[src/rtl/led_arbiter.sv]
// led_arbiter: shares the 2-bit status LED bank between NREQ requesters.
// Round-robin arbitration, a minimum hold per grant, per-requester
// off/on/slow/fast display modes, and an idle heartbeat on led[0].
// Optional feature macro: LED_ARB_PRIO_EN (requester 0 pre-empts).

module led_arbiter #(
  parameter int unsigned CLK_HZ      = 200000000,
  parameter int unsigned TICK_HZ     = 1000,
  parameter int unsigned NREQ        = 4,
  parameter int unsigned HOLD_TICKS  = 500,
  parameter int unsigned BLINK_TICKS = 250,
  parameter int unsigned HB_TICKS    = 500
) (
  input  logic              sys_clk,
  input  logic              rst_n,
  input  logic [NREQ-1:0]   req,
  input  logic [2*NREQ-1:0] req_mode,
  input  logic [2*NREQ-1:0] req_led,
  output logic [NREQ-1:0]   gnt,
  output logic              busy,
  output logic [1:0]        led
);

  localparam int unsigned PRESC      = CLK_HZ / TICK_HZ;
  localparam int unsigned FAST_TICKS = BLINK_TICKS / 4;
  localparam int unsigned PW = $clog2(PRESC);
  localparam int unsigned HW = (HOLD_TICKS > 0) ? $clog2(HOLD_TICKS + 1) : 1;
  localparam int unsigned SW = (BLINK_TICKS > 1) ? $clog2(BLINK_TICKS) : 1;
  localparam int unsigned FW = (FAST_TICKS > 1) ? $clog2(FAST_TICKS) : 1;
  localparam int unsigned BW = (HB_TICKS > 1) ? $clog2(HB_TICKS) : 1;
  localparam int unsigned RW = $clog2(NREQ);

  // REL is the one blank cycle (gnt=0, led=00) that follows every grant
  // before the next arbitration.
  typedef enum logic [1:0] {
    IDLE  = 2'd0,
    ARB   = 2'd1,
    GRANT = 2'd2,
    REL   = 2'd3
  } state_t;

  state_t          state_q, state_d;
  logic [PW-1:0]   presc_q, presc_d;
  logic            tick;
  logic [RW-1:0]   rr_q, rr_d;
  logic [RW-1:0]   win_q, win_d;
  logic [1:0]      mode_q, mode_d;
  logic [1:0]      mask_q, mask_d;
  logic [HW-1:0]   hold_q, hold_d;
  logic [SW-1:0]   slow_cnt_q, slow_cnt_d;
  logic            slow_ph_q, slow_ph_d;
  logic [FW-1:0]   fast_cnt_q, fast_cnt_d;
  logic            fast_ph_q, fast_ph_d;
  logic [BW-1:0]   hb_cnt_q, hb_cnt_d;
  logic            hb_q, hb_d;
  logic [NREQ-1:0] gnt_q, gnt_d;
  logic            busy_q, busy_d;
  logic [1:0]      led_q, led_d;

  logic [1:0]      mode_arr [NREQ];
  logic [1:0]      mask_arr [NREQ];
  logic [RW-1:0]   cand;
  logic [RW-1:0]   pick;
  logic            pick_vld;
  logic            others_req;
  logic            release_now;
  logic            lit;

  assign tick    = (presc_q == PW'(PRESC - 1));
  assign presc_d = tick ? '0 : presc_q + 1'b1;

  for (genvar g = 0; g < NREQ; g++) begin : g_fields
    assign mode_arr[g] = req_mode[2*g +: 2];
    assign mask_arr[g] = req_led[2*g +: 2];
  end

  always_comb begin
    pick_vld = 1'b0;
    pick     = '0;
    cand     = '0;
    for (int unsigned k = 0; k < NREQ; k++) begin
      cand = RW'((32'(rr_q) + k) % NREQ);
      if (!pick_vld && req[cand]) begin
        pick_vld = 1'b1;
        pick     = cand;
      end
    end
`ifdef LED_ARB_PRIO_EN
    if (req[0]) begin
      pick_vld = 1'b1;
      pick     = '0;
    end
`endif
  end

  always_comb begin
    others_req  = |(req & ~(NREQ'(1) << win_q));
    release_now = (hold_q == HW'(HOLD_TICKS)) && (!req[win_q] || others_req);
`ifdef LED_ARB_PRIO_EN
    if ((win_q != '0) && req[0]) begin
      release_now = 1'b1;
    end
`endif
  end

  always_comb begin
    state_d    = state_q;
    rr_d       = rr_q;
    win_d      = win_q;
    mode_d     = mode_q;
    mask_d     = mask_q;
    hold_d     = hold_q;
    slow_cnt_d = slow_cnt_q;
    slow_ph_d  = slow_ph_q;
    fast_cnt_d = fast_cnt_q;
    fast_ph_d  = fast_ph_q;
    hb_cnt_d   = hb_cnt_q;
    hb_d       = hb_q;
    case (state_q)
      IDLE: begin
        if (tick) begin
          if (hb_cnt_q == BW'(HB_TICKS - 1)) begin
            hb_cnt_d = '0;
            hb_d     = ~hb_q;
          end else begin
            hb_cnt_d = hb_cnt_q + 1'b1;
          end
        end
        if (|req) begin
          state_d = ARB;
        end
      end
      ARB: begin
        if (pick_vld) begin
          state_d    = GRANT;
          win_d      = pick;
          mode_d     = mode_arr[pick];
          mask_d     = mask_arr[pick];
          hold_d     = '0;
          slow_cnt_d = '0;
          fast_cnt_d = '0;
          slow_ph_d  = 1'b1;
          fast_ph_d  = 1'b1;
`ifdef LED_ARB_PRIO_EN
          if (req[0]) begin
            rr_d = RW'(1);
          end
`endif
        end else begin
          state_d = IDLE;
        end
      end
      GRANT: begin
        if (release_now) begin
          state_d = REL;
          rr_d    = (win_q == RW'(NREQ - 1)) ? '0 : win_q + 1'b1;
        end else if (tick) begin
          if (hold_q != HW'(HOLD_TICKS)) begin
            hold_d = hold_q + 1'b1;
          end
          if (slow_cnt_q == SW'(BLINK_TICKS - 1)) begin
            slow_cnt_d = '0;
            slow_ph_d  = ~slow_ph_q;
          end else begin
            slow_cnt_d = slow_cnt_q + 1'b1;
          end
          if (fast_cnt_q == FW'(FAST_TICKS - 1)) begin
            fast_cnt_d = '0;
            fast_ph_d  = ~fast_ph_q;
          end else begin
            fast_cnt_d = fast_cnt_q + 1'b1;
          end
        end
      end
      REL: begin
        state_d = (|req) ? ARB : IDLE;
      end
      default: begin
        state_d = IDLE;
      end
    endcase
    if (state_d != IDLE) begin
      hb_cnt_d = '0;
    end
  end

  always_comb begin
    case (mode_d)
      2'b01:   lit = 1'b1;
      2'b10:   lit = slow_ph_d;
      2'b11:   lit = fast_ph_d;
      default: lit = 1'b0;
    endcase
    gnt_d  = '0;
    busy_d = 1'b0;
    led_d  = '0;
    case (state_d)
      IDLE: begin
        led_d = {1'b0, hb_d};
      end
      GRANT: begin
        gnt_d  = NREQ'(1) << win_d;
        busy_d = 1'b1;
        led_d  = mask_d & {2{lit}};
      end
      default: begin
        led_d = '0;
      end
    endcase
  end

  always_ff @(posedge sys_clk or negedge rst_n) begin
    if (!rst_n) begin
      state_q    <= IDLE;
      presc_q    <= '0;
      rr_q       <= '0;
      win_q      <= '0;
      mode_q     <= '0;
      mask_q     <= '0;
      hold_q     <= '0;
      slow_cnt_q <= '0;
      slow_ph_q  <= 1'b0;
      fast_cnt_q <= '0;
      fast_ph_q  <= 1'b0;
      hb_cnt_q   <= '0;
      hb_q       <= 1'b0;
      gnt_q      <= '0;
      busy_q     <= 1'b0;
      led_q      <= '0;
    end else begin
      state_q    <= state_d;
      presc_q    <= presc_d;
      rr_q       <= rr_d;
      win_q      <= win_d;
      mode_q     <= mode_d;
      mask_q     <= mask_d;
      hold_q     <= hold_d;
      slow_cnt_q <= slow_cnt_d;
      slow_ph_q  <= slow_ph_d;
      fast_cnt_q <= fast_cnt_d;
      fast_ph_q  <= fast_ph_d;
      hb_cnt_q   <= hb_cnt_d;
      hb_q       <= hb_d;
      gnt_q      <= gnt_d;
      busy_q     <= busy_d;
      led_q      <= led_d;
    end
  end

  assign gnt  = gnt_q;
  assign busy = busy_q;
  assign led  = led_q;

endmodule
[config.mk]
export PLATFORM = sky130hd
export DESIGN_NAME = led_arbiter
export DESIGN_NICKNAME = d
export VERILOG_FILES = /design/src/rtl/led_arbiter.sv
export SDC_FILE = /design/constraint.sdc
export NUM_CORES = 1
export LEC_CHECK = 0
export ABC_AREA = 1
export BUFFER_PORTS_ARGS = -buffer_cell sky130_fd_sc_hd__buf_2
export CORE_ASPECT_RATIO = 1.75
export CORE_MARGIN = 2
export CORE_UTILIZATION = 45
export CTS_CLUSTER_DIAMETER = 200
export CTS_CLUSTER_SIZE = 14
export DETAILED_ROUTE_END_ITERATION = 12
export PLACE_DENSITY = 0.7
export SLEW_MARGIN = 40
export SYNTH_ARGS = -nofsm -noshare
export SYNTH_HDL_FRONTEND = slang
export SYNTH_SLANG_ARGS = --single-unit
[constraint.sdc]
create_clock -name sys_clk -period 2.4 [get_ports sys_clk]
set_clock_uncertainty 0.15 [all_clocks]
set_input_delay 0.24 -clock sys_clk [delete_from_list [all_inputs] [get_ports sys_clk]]
set_output_delay 0.24 -clock sys_clk [all_outputs]
set_load 0.1 [all_outputs]
# After elaboration in Yosys (flattened, before gate mapping)
# Cells that the tools add are included.
# classes
add_sub_neg,9
mul,0
div,0
order_cmp,6
eq_ne,18
n_shift,2
mux,73
bitwise_logic,7
n_reduce_logical,21
# ops
operator,n
$mux W9,8
$mux W2,18
$mux W8,4
$mux W6,4
$mux W1,22
$add A18 B1 Y18 const B,1
$add A9 B1 Y9 const B,2
$eq A18 B18 Y1 const B,1
$eq A9 B9 Y1 const B,2
$mux W18,1
$pmux W9 S2,1
$pmux W8 S2,1
$lt A2 B3 Y1 const B,5
$eq A2 B2 Y1 const B,6
$pmux W6 S2,1
$bmux W1 S2,5
$ne A9 B9 Y1 const B,1
$add A8 B1 Y8 const B,1
$bmux W2 S2,2
$eq A8 B8 Y1 const B,1
$ne A2 B2 Y1 const B,4
$pmux W2 S4,1
$reduce_bool A2 Y1,4
$reduce_or A4 Y1,2
23 further kinds,38
# word_totals
regBits,70
latch_bits,0
ram_bits,0
mem_bits_ro,0
input_bits,22
output_inout_bits,7
n_memories,0

# Depth between registers and ports, before layout
# Gate-level depths: netlist (run 1).
# depth
word_depth,22
ltp_mapped,19
ltp_nobuf,18

# Worst setup path after synthesis (run 1)
# Ideal clock, no wire load.
# synth_timing
kind,reg2reg
start,register state_q[0]
end,register fast_cnt_q[5]
setup_ns,0.119
arrival_time_ns,1.870
required_ns,2.131
setup_slack_ns,0.262
stages_incl_launch_ff,11
n_path_buf,2
path_cell_list,dfrtp_1 inv_1 ha_1 clkbuf_1 inv_1 nor2_4 nand2_2 nand3b_4 buf_6 nor4_1 o21a_1
# synth_between
elab_chain_len,3
# synth_rtl
element,line_no,rtl
"start, declared",42,"state_t state_q, state_d;"
"start signal, assigned",231,state_q <= state_d;
$eq A2 B2 Y1 or $eq A2 B1 Y1 (tied branches),119,case (state_q)
$ne A2 B2 Y1 (no line) or $reduce_bool A2 Y1 (tied branches),n/a,
$reduce_and A4 Y1 (no line),n/a,
"end signal, assigned",240,fast_cnt_q <= fast_cnt_d;
"end, declared",52,"logic [FW-1:0] fast_cnt_q, fast_cnt_d;"
# Parallel ways exist; a longest one is shown, timed or not.
# A chain may end at the register's enable or synchronous reset.

# Worst setup path after layout (run 1)
# layout_timing
start,register presc_q[7]
end,register fast_cnt_q[4]
# layout_between
elab_chain_len,3
# layout_rtl
element,line_no,rtl
"start, declared",43,"logic [PW-1:0] presc_q, presc_d;"
"start signal, assigned",232,presc_q <= presc_d;
$eq A18 B18 Y1,69,assign tick = (presc_q == PW'(PRESC - 1));
$ne A2 B2 Y1 (no line),n/a,
$reduce_and A4 Y1 (no line),n/a,
# Every way passes these cells.

==> results of run 1 <==
critical path, stage by stage (launching register included):
cell	delay, ns
dfrtp_2	0.44
nor2_1	0.11
nand3_1	0.08
nor3_2	0.25
nand3_4	0.16
o21ai_4	0.21
nand3b_4	0.17
buf_4	0.18
nor3_1	0.26
a31oi_1	0.13
area by class of cell:
cell class	count	area, um^2
fill	874	4330
clock inverter	5	58.8
tap	122	153
timing repair buffer	46	294
clock buffer	11	243
inverter	100	379
multi-input combinational	379	2200
sequential	70	1750
sequential cells by signal (all words and copies together), names as in the netlist:
register    cells
presc_q        18
hb_cnt_q        9
hold_q          9
slow_cnt_q      8
fast_cnt_q      6
gnt             4
led             2
mask_q          2
mode_q          2
rr_q            2
state_q         2
win_q           2
busy            1
fast_ph_q       1
hb_q            1
slow_ph_q       1
logic make-up after synthesis:
kind of cell,count (synthesis),share of synthesized area (%)
compound gates,70,9.33
xor+xnor,16,3.26
fa+ha+maj,17,4.94
buf+inv,104,9.62
flops,70,40.7
mux,1,0.233
simple gates,274,31.9
path summary, 6_finish.rpt:
kind / startpoint / to
min in group asynchronous: rst_n / hb_cnt_q[7]
max in group asynchronous: rst_n / slow_cnt_q[4]
min: req_mode[1] / mode_q[1]
min reg2reg: presc_q[17] / presc_q[17]
max reg2reg: presc_q[7] / fast_cnt_q[4]
max: presc_q[7] / fast_cnt_q[4]
power groups by stage:
| stage | combinational, W | clock (W) | sequential [W] |
|---|---|---|---|
| after floorplan | 0.00110 | 0 | 0.00168 |
| after global placement | 0.00170 | 0 | 0.00148 |
| after detailed placement | 0.00173 | 0 | 0.00149 |
| after CTS | 0.00175 | 0.00136 | 0.00147 |
| after global routing | 0.00209 | 0.00142 | 0.00149 |
| final | 0.00188 | 0.00133 | 0.00147 |
cells in the final DEF, fill, tap and decap left out, types with 5 or more instances in the layout:
cell,Yosys,final
nand3_2,9,9
or2_2,5,5
nand3_1,25,24
a21oi_1,27,26
nor2_1,45,44
inv_1,88,87
clkbuf_16,0,9
xor2_1,9,9
nand2_1,117,117
nand4_1,9,9
nor2_2,11,10
o21ai_1,6,8
inv_2,8,8
buf_2,0,28
nor3_1,16,14
xnor2_1,7,7
buf_4,0,15
nand2_2,15,14
o21ai_0,18,16
nor2_4,4,6
dfrtp_1,70,69
ha_1,17,17
metal layers:
layer  GRT usage (%)  wire length (um)  share of wire [%]  vias up
met3            3.39               196                2.1       15
met5               0                 0                  0        -
li1                -                 -                  -     1870
met1            19.5              3530                 38     1770
met2            36.4              5380                 58       47
met4            8.28               220                2.4        0
through the flow:
stage                     cell area (um^2)  TNS [ns]  hold slack, ns  instances
after global routing                  5080    -0.178           0.177        733
final                                 5080         0           0.148        733
after detailed placement              4640  -0.00683           0.103        707
after global placement                4640         0          0.0876        707
after CTS                             4960         0           0.142        724
after floorplan                       4300         0          -0.206        552
repair_timing:
| item | CTS | global route |
|---|---|---|
| endpoints found under the setup margin | 3 | 15 |
| resized for setup | 1 | 15 |
| cloned | 0 | 1 |
| pin swaps | 0 | 6 |
| hold endpoints to repair | 21 | 0 |
| hold buffers | 1 | 0 |
| buffers inserted | 0 | 8 |
cells in the mapped netlist (all sizes together) (3+ instances only):
cell type and n:
ha 17, xnor2 7, nand3b 4, nand3 34, nand4 11, buf 3, a21oi 28, o21ai 25
o31ai 3, nor2 61, nand2 134, xor2 9, inv 96, or2 6, nor4 3, nor3b 3
o22ai 4, nor3 17, dfrtp 70, a221oi 3, clkinv 4, a31oi 3
==> impl_metrics.csv, run 1 <==
group,metric,value,unit
setup_path,end_kind,"flip-flop",
sta,worst_pin_slew,0.528,ns
power_and_ir_drop,power_density,922,nW/um^2
logic_synthesis,synth_cell_types,43,
clock_tree,clk_pin_slew_worst_paths,0.06,ns
clock_tree,cts_buffer_depth,2,
floorplan,fp.dieH,133,um
sta,rsz0062_at_grt,"true",
cells_and_area,nets,645,
floorplan,die_area,10400,um^2
power_and_ir_drop,switchingPower,0.00188,W
clock_tree,cts_tree,"done",
power_and_ir_drop,p_leak,2.48,nW
routing,vias_per_cell,5.05,
cells_and_area,syn_to_final_growth,18.1,%
clock_tree,cts.sinks,70,
logic_synthesis,syn_area,4300,um^2
logic_synthesis,synthArstFlopShare,100,%
grt,grt_pass1_vias,3694,
grt,grt_overflow,0,
logic_synthesis,syn_inst,552,
floorplan,rows,47,
logic_synthesis,synth_nets,591,
routing,drc,0,
sta,fmax,438,MHz
logic_synthesis,ys.flop_type,"dfrtp_1",
routing,drt_iter0_drc,216,
logic_synthesis,avgSynthCellArea,7.80,um^2
grt,track_usage,18.9,%
placed_design,io_buffers,28,
setup_path,reg2reg_slack,0.12,ns
routing,ant_nets,0,
floorplan,io_pins,29,
placed_design,pre_cts_ws,-0.00683,ns
sta,drv_slew,0,
cells_and_area,n_antenna_cell,0,
sta,slew_headroom,64.8,%
setup_path,reg2regPathDepth,9,
grt,grt_pass1_wl,15800,um
logic_synthesis,synth_edf_count,0,
logic_synthesis,ys.warnings.count,0,
grt,grt_max_degree,50,
min_path,hold-path-cell-count,5,
min_path,hp-class,"input pin to flip-flop",
clock_tree,insertion_delay,0.33,ns
routing,wire_per_inst,12.7,um
cells_and_area,final_util,54.0,%
logic_synthesis,netlist.area_leader.share,40.7,%
floorplan,core,9410,um^2
clock_tree,root_buffer,"clkbuf_16",
logic_synthesis,synth_area_leaders,"dfrtp_1, nand2_1, inv_1, ha_1, nor2_1",
setup_path,critPathKind,"flip-flop to flip-flop",
sta,period_minus_slack,2.28,ns
power_and_ir_drop,pwr-share-seq,31.4,%
run_status,outcome,"complete, no violations",
power_and_ir_drop,ir_worst_vdd,0.417,mV
sta,hold_viol,0,
logic_synthesis,yosys.area.top_type,"dfrtp_1",
setup_path,start_kind,"flip-flop",
cells_and_area,drive_gt1_share,21.4,%
floorplan,start_util,45.7,%
routing,route.vias.total,3702,
setup_path,arrival,2.34,ns
routing,dr.pass1.iters,4,
power_and_ir_drop,clock_power_share,28.3,%
sta,setup_viol_count_final,0,
setup_path,crit_required,2.46,ns
logic_synthesis,yosysSeqAreaShare,40.7,%
power_and_ir_drop,pwr-share-comb,40.2,%
floorplan,die_w,77.9,um
grt,antenna_found_initial,0,
routing,drt_wl_total,9330,um
power_and_ir_drop,p_total,0.00469,W
clock_tree,htree_levels,3,
logic_synthesis,synth_seq_cells,70,
sta,finalWorstSetupSlack,0.116,ns
clock_tree,numCtsBuffers,9,
flow_run,drv_cap,0,
power_and_ir_drop,power.internal,0.00281,W
placed_design,hpwl,6940,um
power_and_ir_drop,switching_share,40.1,%
sta,period_share,95.2,%
setup_path,crit_fanout,6,
placed_design,gp_congestion,0.887,
No activity file was read; power rests on OpenSTA's default activity.
==> run 2, diff against run 1 <==
--- a/config.mk
+++ b/config.mk
@@ -5,7 +5,6 @@
 export SDC_FILE = /design/constraint.sdc
 export NUM_CORES = 1
 export LEC_CHECK = 0
-export ABC_AREA = 1
 export BUFFER_PORTS_ARGS = -buffer_cell sky130_fd_sc_hd__buf_2
 export CORE_ASPECT_RATIO = 1.75
 export CORE_MARGIN = 2
@@ -13,7 +12,6 @@
 export CTS_CLUSTER_DIAMETER = 200
 export CTS_CLUSTER_SIZE = 14
 export DETAILED_ROUTE_END_ITERATION = 12
-export PLACE_DENSITY = 0.7
 export SLEW_MARGIN = 40
 export SYNTH_ARGS = -nofsm -noshare
 export SYNTH_HDL_FRONTEND = slang
==> constraint.sdc (replaced) <==
create_clock -name sys_clk -period 2.2 [get_ports sys_clk]
set_clock_uncertainty 0.15 [all_clocks]
set_input_delay 0.22 -clock sys_clk [delete_from_list [all_inputs] [get_ports sys_clk]]
set_output_delay 0.22 -clock sys_clk [all_outputs]
set_load 0.1 [all_outputs]
==> impl_metrics.csv, run 2 <==
group,metric,value,unit
grt,use_met1,22.4,%
grt,grt_max_degree,35,
floorplan,core,8260,um^2
logic_synthesis,yosysSeqAreaShare,46.0,%
run_status,violations,"setup timing",
placed_design,gp_congestion,0.865,
placed_design,hpwl,6400,um
grt,grt_use_met3,3.12,%
placed_design,pre_cts_ws,-0.403,ns
sta,setup_viol_count_final,32,
sta,slew_headroom,57.4,%
sta,hold_viol,0,
grt,grt_overflow,0,
placed_design,io_buffers,28,
sta,period_share,116,%
logic_synthesis,ys.warnings.count,0,
sta,rsz0062_at_grt,"true",
setup_path,end_kind,"flip-flop",
cells_and_area,n_fill_cell,676,
flow_run,drv_cap,0,
power_and_ir_drop,ir_worst_vdd,0.631,mV
floorplan,rows,44,
clock_tree,clk_pin_slew_worst_paths,0.05,ns
setup_path,cp_slowest_cell,"mux4_2",
cells_and_area,final_common_cell,"buf_4",
setup_path,start_kind,"flip-flop",
routing,ant_nets,0,
routing,vias_per_cell,5.45,
cells_and_area,nets,554,
routing,route.vias.total,3327,
floorplan,fp.dieH,126,um
cells_and_area,largest_reg_flops,18,
routing,drc,0,
floorplan,io_pins,29,
grt,track_usage,20.4,%
logic_synthesis,netlist.area_leader.share,46.0,%
floorplan,start_util,46.1,%
cells_and_area,reg_top3,"presc_q (18), hb_cnt_q (9), hold_q (9)",
clock_tree,numCtsBuffers,9,
setup_path,crit_required,2.27,ns
grt,grt_pass1_wl,14800,um
cells_and_area,final_cell_mix,"buf_4, dfrtp_1, nor2_1",
min_path,hp-class,"input pin to flip-flop",
grt,grt-busiest-layer,"met2",
power_and_ir_drop,power_density,1080,nW/um^2
logic_synthesis,synthArstFlopShare,100,%
setup_path,cp_num_buf_inv,1,
routing,drt_wl_total,8960,um
logic_synthesis,yosys.area.top_type,"dfrtp_1",
setup_path,arrival,2.62,ns
sta,worst_pin_slew,0.632,ns
routing,wire_per_inst,14.7,um
floorplan,die_w,73.5,um
setup_path,crit_fanout,2,
clock_tree,cts_buffer_depth,2,
floorplan,die_area,9240,um^2
setup_path,worstPathCellList,"inv_2, mux4_2, o31a_1, nor3b_2, o21ai_1, a221o_1, a211oi_2, o31ai_1",
logic_synthesis,synthMostInstantiatedCell,"dfrtp_1",
sta,finalWorstSetupSlack,-0.351,ns
logic_synthesis,synth_cell_types,52,
sta,fmax,392,MHz
routing,drt_iter0_drc,100,
logic_synthesis,ys.flop_type,"dfrtp_1",
logic_synthesis,synth_edf_count,0,
sta,drv_slew,0,
logic_synthesis,synth_nets,438,
cells_and_area,largest-register,"presc_q",
logic_synthesis,avgSynthCellArea,9.55,um^2
power_and_ir_drop,p_total,0.00572,W
clock_tree,cts_tree,"done",
grt,use_met2,37.4,%
clock_tree,insertion_delay,0.34,ns
clock_tree,root_buffer,"clkbuf_16",
cells_and_area,syn_to_final_growth,39.6,%
setup_path,slowest_delay,0.54,ns
setup_path,critPathKind,"flip-flop to flip-flop",
clock_tree,cts.sinks,70,
grt,grt_pass1_vias,3343,
sta,fin_hold_ws,0.133,ns
routing,dr.pass1.iters,4,
logic_synthesis,synth_area_leaders,"dfrtp_1, ha_1, nor2_1, nand2_1, xor2_1",
logic_synthesis,syn_area,3810,um^2
sta,fin_tns_setup,-5.05,ns
clock_tree,htree_levels,3,
grt,antenna_found_initial,0,
power_and_ir_drop,p_leak,2.49,nW
cells_and_area,drive_gt1_share,38.3,%
run_status,outcome,"finished, violations left",
setup_path,cpLargestDelayFamily,"compound AO/OA/AOI/OAI gates",
logic_synthesis,syn_inst,399,
cells_and_area,n_antenna_cell,0,
logic_synthesis,ys_top_cells_by_count,"dfrtp_1, nor2_1, nand2_1",
sta,period_minus_slack,2.55,ns
logic_synthesis,synth_seq_cells,70,
cells_and_area,final_util,64.4,%
run 2: changes by cell type after synthesis, sizes merged, moves of 6 or more:
cell	previous run	this run
inv	96	21
nand3	34	17
o21ai	25	31
and3	0	17
nand2b	0	8
nor3	17	6
nor2	61	43
a21oi	28	11
nand2	134	39
o31ai	3	10
run 2: worst reg2reg max path, delay by kind of cell (launching register included):
family | cells | cell delay (ns)
AND/OR/NAND/NOR | 1 | 0.20
multiplexers | 1 | 0.54
flip-flops | 1 | 0.39
AO/OA/AOI/OAI | 5 | 1.10
buffers and inverters | 1 | 0.07
run 2: power breakdown:
part	switching, W	internal (W)
clock network	0.000522	0.000961
logic	0.00151	0.00111
registers	0.000129	0.00148
run 2: repair_timing:
action,CTS,global route
cloned,0,0
endpoints found under the hold margin,19,0
pin swaps,14,10
hold buffers,1,0
resized for setup,43,33
setup buffers,3,8
setup endpoints to repair,38,39
run 2: through the flow:
stage               instances  instance area, um^2
floorplan                 399                 3890
global placement          586                 4650
detailed placement        586                 4650
CTS                       605                 5130
global route              611                 5320
finish                    611                 5320
run 2: area by class of cell:
class / count / area [um^2] / area share (%)
multi-input cells: 298 / 2220 / 41.7
inverters: 21 / 78.8 / 1.48
well taps: 92 / 115 / 2.17
flip-flops and latches: 70 / 1750 / 33.0
clock buffers: 12 / 267 / 5.01
repair buffers: 115 / 842 / 15.8
clock inverters: 3 / 42.5 / 0.800
run 2: cell families (layout without fill, tap and decap cells):
kind of cell    after synthesis  count (layout)  synth area share [%]
flops                        70              70                  46.0
fa+ha+maj                    17              17                  5.58
mux                           8               8                  2.53
buf+inv                      31             151                  3.51
compound gates               76              76                  13.5
xor+xnor                     26              26                  5.98
simple gates                171             171                  22.9
run 2: final timing paths:
path | end | start | slack (ns) | cells after the start
worst max-delay path | led[0] | win_q[0] | -0.35 | 8
worst min-delay path | mode_q[1] | req_mode[3] | 0.13 | 3
worst max register to register | led[0] | win_q[0] | -0.35 | 8
worst min register to register | mask_q[1] | mask_q[1] | 0.34 | 2
max in group asynchronous | hold_q[3] | rst_n | 1.02 | 3
min in group asynchronous | presc_q[15] | rst_n | 0.24 | 2
run 2: routing by layer:
metal  wire, um  share of wire [%]
met1       3450                 38
met2       5140                 57
met3        178                2.0
met4        190                2.1
met5          0                  0
